<file path="src/rtl/alu_exec_stage_pkg.sv">
// Shared ALU control encodings and condition-code bit positions.
// Also used by the control unit so both stages agree on the encoding.
package alu_exec_stage_pkg;

    localparam logic [3:0] ALU_NOP  = 4'b0000;
    localparam logic [3:0] ALU_MOV  = 4'b0001;
    localparam logic [3:0] ALU_ADD  = 4'b0010;
    localparam logic [3:0] ALU_SUB  = 4'b0011;
    localparam logic [3:0] ALU_AND  = 4'b0100;
    localparam logic [3:0] ALU_OR   = 4'b0101;
    localparam logic [3:0] ALU_RLC  = 4'b0110;
    localparam logic [3:0] ALU_RRC  = 4'b0111;
    localparam logic [3:0] ALU_SETC = 4'b1000;
    localparam logic [3:0] ALU_CLRC = 4'b1001;
    localparam logic [3:0] ALU_NOT  = 4'b1010;
    localparam logic [3:0] ALU_NEG  = 4'b1011;
    localparam logic [3:0] ALU_INC  = 4'b1100;
    localparam logic [3:0] ALU_DEC  = 4'b1101;

    localparam int unsigned CCR_Z = 0;
    localparam int unsigned CCR_N = 1;
    localparam int unsigned CCR_C = 2;
    localparam int unsigned CCR_V = 3;

endpackage

</file>
<file path="src/rtl/alu_exec_stage_alu_core.sv">
// Combinational ALU: result, candidate flags and the mask of flags the op writes.
module alu_core
    import alu_exec_stage_pkg::*;
#(
    parameter int unsigned WIDTH = 8
) (
    input  logic [WIDTH-1:0] op_a,
    input  logic [WIDTH-1:0] op_b,
    input  logic [3:0]       alu_ctrl,
    input  logic             carry_in,
    output logic [WIDTH-1:0] result,
    output logic [3:0]       flags,
    output logic [3:0]       flag_mask
);

    logic [WIDTH:0] add_w;
    logic [WIDTH:0] sub_w;
    logic [WIDTH:0] inc_w;
    logic [WIDTH:0] dec_w;
    logic [WIDTH:0] neg_w;

    always_comb begin
        add_w = {1'b0, op_a} + {1'b0, op_b};
        sub_w = {1'b0, op_a} - {1'b0, op_b};
        inc_w = {1'b0, op_b} + {{WIDTH{1'b0}}, 1'b1};
        dec_w = {1'b0, op_b} - {{WIDTH{1'b0}}, 1'b1};
        neg_w = {(WIDTH+1){1'b0}} - {1'b0, op_b};

        result    = '0;
        flags     = '0;
        flag_mask = '0;

        unique case (alu_ctrl)
            ALU_MOV: result = op_b;
            ALU_ADD: begin
                result         = add_w[WIDTH-1:0];
                flags[CCR_C]   = add_w[WIDTH];
                flags[CCR_V]   = (op_a[WIDTH-1] == op_b[WIDTH-1]) && (add_w[WIDTH-1] != op_a[WIDTH-1]);
                flag_mask      = 4'b1111;
            end
            ALU_SUB: begin
                result         = sub_w[WIDTH-1:0];
                flags[CCR_C]   = sub_w[WIDTH];
                flags[CCR_V]   = (op_a[WIDTH-1] != op_b[WIDTH-1]) && (sub_w[WIDTH-1] != op_a[WIDTH-1]);
                flag_mask      = 4'b1111;
            end
            ALU_AND: begin
                result    = op_a & op_b;
                flag_mask = 4'b0011;
            end
            ALU_OR: begin
                result    = op_a | op_b;
                flag_mask = 4'b0011;
            end
            ALU_RLC: begin
                result       = {op_b[WIDTH-2:0], carry_in};
                flags[CCR_C] = op_b[WIDTH-1];
                flag_mask    = 4'b0100;
            end
            ALU_RRC: begin
                result       = {carry_in, op_b[WIDTH-1:1]};
                flags[CCR_C] = op_b[0];
                flag_mask    = 4'b0100;
            end
            ALU_SETC: begin
                flags[CCR_C] = 1'b1;
                flag_mask    = 4'b0100;
            end
            ALU_CLRC: flag_mask = 4'b0100;
            ALU_NOT: begin
                result    = ~op_b;
                flag_mask = 4'b0011;
            end
            ALU_NEG: begin
                result    = neg_w[WIDTH-1:0];
                flag_mask = 4'b0011;
            end
            ALU_INC: begin
                result       = inc_w[WIDTH-1:0];
                flags[CCR_C] = inc_w[WIDTH];
                flags[CCR_V] = !op_b[WIDTH-1] && inc_w[WIDTH-1];
                flag_mask    = 4'b1111;
            end
            ALU_DEC: begin
                result       = dec_w[WIDTH-1:0];
                flags[CCR_C] = dec_w[WIDTH];
                flags[CCR_V] = op_b[WIDTH-1] && !dec_w[WIDTH-1];
                flag_mask    = 4'b1111;
            end
            default: ;
        endcase

        flags[CCR_Z] = (result == '0);
        flags[CCR_N] = result[WIDTH-1];
    end

endmodule

</file>
<file path="src/rtl/alu_exec_stage.sv">
// Execute stage: ALU, EX/MEM pipeline register, condition-code register and its shadow.
module alu_exec_stage
    import alu_exec_stage_pkg::*;
#(
    parameter int unsigned WIDTH = 8
) (
    input  logic             clk,
    input  logic             rst,
    input  logic             in_valid,
    input  logic [3:0]       alu_ctrl,
    input  logic [WIDTH-1:0] op_a,
    input  logic [WIDTH-1:0] op_b,
    input  logic [1:0]       in_rd,
    input  logic             in_wb_en,
    input  logic             stall,
    input  logic             flush,
    input  logic             ccr_save,
    input  logic             ccr_restore,
    output logic             out_valid,
    output logic [WIDTH-1:0] result,
    output logic [1:0]       out_rd,
    output logic             out_wb_en,
    output logic [3:0]       ccr
);

    logic [WIDTH-1:0] alu_result;
    logic [3:0]       alu_flags;
    logic [3:0]       alu_mask;
    logic [3:0]       shadow;
    logic             commit;

    alu_core #(.WIDTH(WIDTH)) u_core (
        .op_a      (op_a),
        .op_b      (op_b),
        .alu_ctrl  (alu_ctrl),
        .carry_in  (ccr[CCR_C]),
        .result    (alu_result),
        .flags     (alu_flags),
        .flag_mask (alu_mask)
    );

    always_comb begin
        commit = in_valid && !stall && !flush;
    end

    always_ff @(posedge clk) begin
        if (rst) begin
            out_valid <= 1'b0;
            result    <= '0;
            out_rd    <= '0;
            out_wb_en <= 1'b0;
        end else if (flush) begin
            out_valid <= 1'b0;
            out_wb_en <= 1'b0;
        end else if (!stall) begin
            out_valid <= in_valid;
            result    <= alu_result;
            out_rd    <= in_rd;
            out_wb_en <= in_wb_en && in_valid;
        end
    end

    // Shadow samples the pre-edge CCR, so a save alongside a committing op keeps the old flags.
    always_ff @(posedge clk) begin
        if (rst) begin
            ccr    <= '0;
            shadow <= '0;
        end else begin
            if (ccr_restore) begin
                ccr <= shadow;
            end else if (commit) begin
                ccr <= (ccr & ~alu_mask) | (alu_flags & alu_mask);
            end
            if (ccr_save && !ccr_restore) begin
                shadow <= ccr;
            end
        end
    end

endmodule

</file>
<file path="config.mk">
export PLATFORM = sky130hd
export DESIGN_NAME = alu_exec_stage
export DESIGN_NICKNAME = d
export VERILOG_FILES = /design/src/rtl/alu_exec_stage_pkg.sv /design/src/rtl/alu_exec_stage_alu_core.sv /design/src/rtl/alu_exec_stage.sv
export SDC_FILE = /design/constraint.sdc
export NUM_CORES = 1
export LEC_CHECK = 0
export ABC_AREA = 1
export CAP_MARGIN = 20
export CORE_ASPECT_RATIO = 1.75
export CORE_MARGIN = 3
export CORE_UTILIZATION = 58
export DETAILED_ROUTE_END_ITERATION = 7
export PLACE_DENSITY_LB_ADDON = 0.08
export SLEW_MARGIN = 30
export SYNTH_ARGS = -nofsm -noshare
export SYNTH_HDL_FRONTEND = slang
export SYNTH_HIERARCHICAL = 1
export SYNTH_SLANG_ARGS = --single-unit
</file>
<file path="constraint.sdc">
create_clock -name clk -period 4.2 [get_ports clk]
set_input_delay 1.05 -clock clk [delete_from_list [all_inputs] [get_ports clk]]
set_output_delay 1.05 -clock clk [all_outputs]
set_load 0.005 [all_outputs]
</file>
==> flow_summary.ini <==
[placed_design]
hpwlAfterDp_um = 7590
routabilityCongestion = 0.968
post_place_cell_area_um2 = 3420
total_instance_count_after_detailed_placement = 624
placement.io_buffers = 45

[floorplan]
die_span_y_um = 100
die_area_um2 = 6020
initial_utilization = 0.617
die_x_um = 60.0
core_area_um2 = 4790
rows = 33
io_pins = 46

[critical_path]
worstPathRequired_ns = 4.40
worst-path-max-fanout = 10
critPathArrivalTime_ns = 3.80
startpoint_type = input pin
criticalPathCategory = in2reg
worst_setup_path_end_kind = flop

[global_routing]
number_of_antenna_violations_at_the_first_check_in_global_routing = 0
globalRoute.totalOverflow = 0
grt_max_degree = 20
grt_pass1_wl_um = 15600
grt_pass1_vias = 3411
grt.total_usage = 0.331

[cts]
clkSlewWorstSetupHoldPaths_ns = 0.08
cts_hold_repair.buffers = 0
worstSkewPairLatency_ns = 0.26
numCtsBuffers = 3
cts_tree = done
root_buffer_selected_by_cts = sky130_fd_sc_hd__clkbuf_8
clock-sinks = 20
cts_setup_buffers = 0
cts.repair.resized = 0
htree_num_levels = 1
cts-root-to-sink-buffers = 2

[route]
dr.max_layer_used = met4
route.layer.met1.wl_um = 3480
route.vias.total = 3653
drcViolationCount = 8
antenna_violating_nets_post_route = 0
routedWlPerCell_um = 15.4
via_per_inst = 5.82
dr.first_iter.drc_count = 356
drt-total-wl_um = 9680
drt_first_pass_iters = 8
met3RoutedLength_um = 580
met2_length_um = 4920

[sta]
timing_max_transition_violations_final = 0
grt_setup_unrepaired = false
fin_skew_ns = 0.00145
final_min_period_over_clock_period = 0.857
timing.setup.tns_ns = 0
layout_min_cycle_time_ns = 3.60
tightestPinTransition_ns = 0.676
finalSetupViolCount = 0
clock.fmax_mhz = 278
timing.slew.headroom = 0.549
hold_violations = 0

[logic_synthesis]
synth.yosys.seq_area_share = 0.136
synth.ff_latch_count = 20
synth_nets = 597
ys.warnings.count = 6
post_synth_instance_area_um2 = 2950
cells_after_synth = 536
synth.avg_cell_area_um2 = 5.51
yosysUniqueCellTypes = 28

[finish]
finalNetCount = 638
post_route_cells_drive_above_1_share = 0.0469
fin_cells = 628
antennaDiodeCount = 0
area.growth.synth_to_final_pct = 18.0
post-route-cell-area_um2 = 3490

[run_status]
run_status = complete, but fails checks
failing_checks = DRC

[power_and_ir_drop]
p_leak_nw = 1.84
pwr_density_cell_nw_per_um2 = 204
vdd_drop_max_uv = 360

[run]
number_of_max_cap_violations = 0

[worst_hold_path]
holdCritPathClass = reg2reg
-- synthesized netlist by cell type --
master                     count  area share
sky130_fd_sc_hd__clkinv_1      2      0.0025
sky130_fd_sc_hd__or2_2         1      0.0021
sky130_fd_sc_hd__nor3_1        2      0.0034
sky130_fd_sc_hd__nand3b_1      6       0.015
sky130_fd_sc_hd__buf_2         7       0.012
sky130_fd_sc_hd__inv_2         6      0.0076
sky130_fd_sc_hd__fa_1          2       0.014
sky130_fd_sc_hd__nor2_2        6       0.013
sky130_fd_sc_hd__o21ai_0      25       0.042
sky130_fd_sc_hd__o22ai_1       3      0.0064
sky130_fd_sc_hd__inv_1        65       0.083
sky130_fd_sc_hd__a211oi_1      1      0.0025
sky130_fd_sc_hd__xnor2_1       2      0.0059
sky130_fd_sc_hd__ha_1         29        0.12
sky130_fd_sc_hd__dfxtp_1      20        0.14
sky130_fd_sc_hd__buf_4         7       0.018
sky130_fd_sc_hd__and2_1        1      0.0021
sky130_fd_sc_hd__nand2_2       2      0.0042
sky130_fd_sc_hd__a21oi_1      18       0.030
sky130_fd_sc_hd__nand2_1     143        0.18
sky130_fd_sc_hd__nand4_1      11       0.023
sky130_fd_sc_hd__nor2_1       82        0.10
sky130_fd_sc_hd__xor2_1        2      0.0059
sky130_fd_sc_hd__o211ai_1      1      0.0025
sky130_fd_sc_hd__nand3_1      88        0.15
sky130_fd_sc_hd__clkbuf_1      1      0.0013
sky130_fd_sc_hd__a21boi_0      1      0.0025
sky130_fd_sc_hd__buf_6         2      0.0076
-- where the power goes --
part	switching (mW)	internal, mW
combinational	0.192	0.117
sequential	0.00643	0.202
clock	0.0671	0.127
-- cell families after synthesis --
group / count (synthesis) / share of synthesized area
DFF: 20 / 0.136
adders and majority gates: 31 / 0.136
AOI/OAI and AO/OA: 49 / 0.0868
and+or+nand+nor: 342 / 0.498
buffers and inverters: 90 / 0.131
xor gates and xnor gates: 4 / 0.0119
-- final timing paths --
path	from	to	slack [ns]	depth (start not counted)
setup / recovery	op_b[3]	flop	0.60	18
hold / removal	out_wb_en$_SDFFE_PP0N_	out_wb_en$_SDFFE_PP0N_	0.46	2
setup reg to reg	flop	flop	2.66	13
hold reg to reg	out_wb_en$_SDFFE_PP0N_	out_wb_en$_SDFFE_PP0N_	0.46	2
-- layer usage --
layer  up-vias  global-route usage
met5         -                   0
met4         0               0.225
met3        52              0.0219
met2       198               0.588
met1      1611               0.354
li1       1792                   -
-- worst max-delay path, stage by stage --
cell,delay (ns)
sky130_fd_sc_hd__clkdlybuf4s50_1,0.70
sky130_fd_sc_hd__inv_1,0.21
sky130_fd_sc_hd__ha_1,0.41
sky130_fd_sc_hd__inv_1,0.18
sky130_fd_sc_hd__nand3_1,0.13
sky130_fd_sc_hd__nand2_1,0.13
sky130_fd_sc_hd__nand2_1,0.09
sky130_fd_sc_hd__nand2_1,0.09
sky130_fd_sc_hd__nand2_1,0.05
sky130_fd_sc_hd__nand3_1,0.07
sky130_fd_sc_hd__nand3_1,0.09
sky130_fd_sc_hd__nor2_1,0.13
sky130_fd_sc_hd__nand2_1,0.09
sky130_fd_sc_hd__nor2_1,0.10
sky130_fd_sc_hd__nand3_1,0.08
sky130_fd_sc_hd__nand2_1,0.08
sky130_fd_sc_hd__a21oi_1,0.04
sky130_fd_sc_hd__nor2_1,0.09
-- cells in the final DEF, fill, tap and decap left out, drive strengths merged --
master | netlist | layout
nor2 | 88 | 88
clkinv | 2 | 2
ha | 29 | 29
nand3 | 88 | 88
o21ai | 25 | 25
o211ai | 1 | 1
or2 | 1 | 1
a211oi | 1 | 1
nand4 | 11 | 11
a21boi | 1 | 1
dfxtp | 20 | 20
bufinv | 0 | 1
a21oi | 18 | 18
xor2 | 2 | 2
inv | 71 | 71
nand3b | 6 | 6
clkbuf | 1 | 3
xnor2 | 2 | 2
buf | 16 | 8
and2 | 1 | 1
clkdlybuf4s50 | 0 | 45
nand2 | 145 | 145
o22ai | 3 | 3
nor3 | 2 | 2
fa | 2 | 2
-- metrics by stage --
stage,hold WS (ns),power [mW],worst slack (ns),util
floorplan,0.450,0.402,1.35,-
global placement,0.441,0.505,0.364,0.713
detailed placement,0.444,0.511,0.361,0.713
CTS,0.454,0.703,0.629,0.728
global route,0.472,0.753,0.228,0.728
finish,0.457,0.711,0.601,0.728
-- area by class of cell --
| cell class | count | area (um^2) |
|---|---|---|
| Clock buffer | 3 | 41.3 |
| Clock inverter | 1 | 30.0 |
| Fill cell | 442 | 1300 |
| Inverter | 73 | 274 |
| Multi-Input combinational cell | 426 | 2170 |
| Sequential cell | 20 | 400 |
| Tap cell | 52 | 65.1 |
| Timing Repair Buffer | 53 | 510 |
Power figures use the tool's default switching activity.
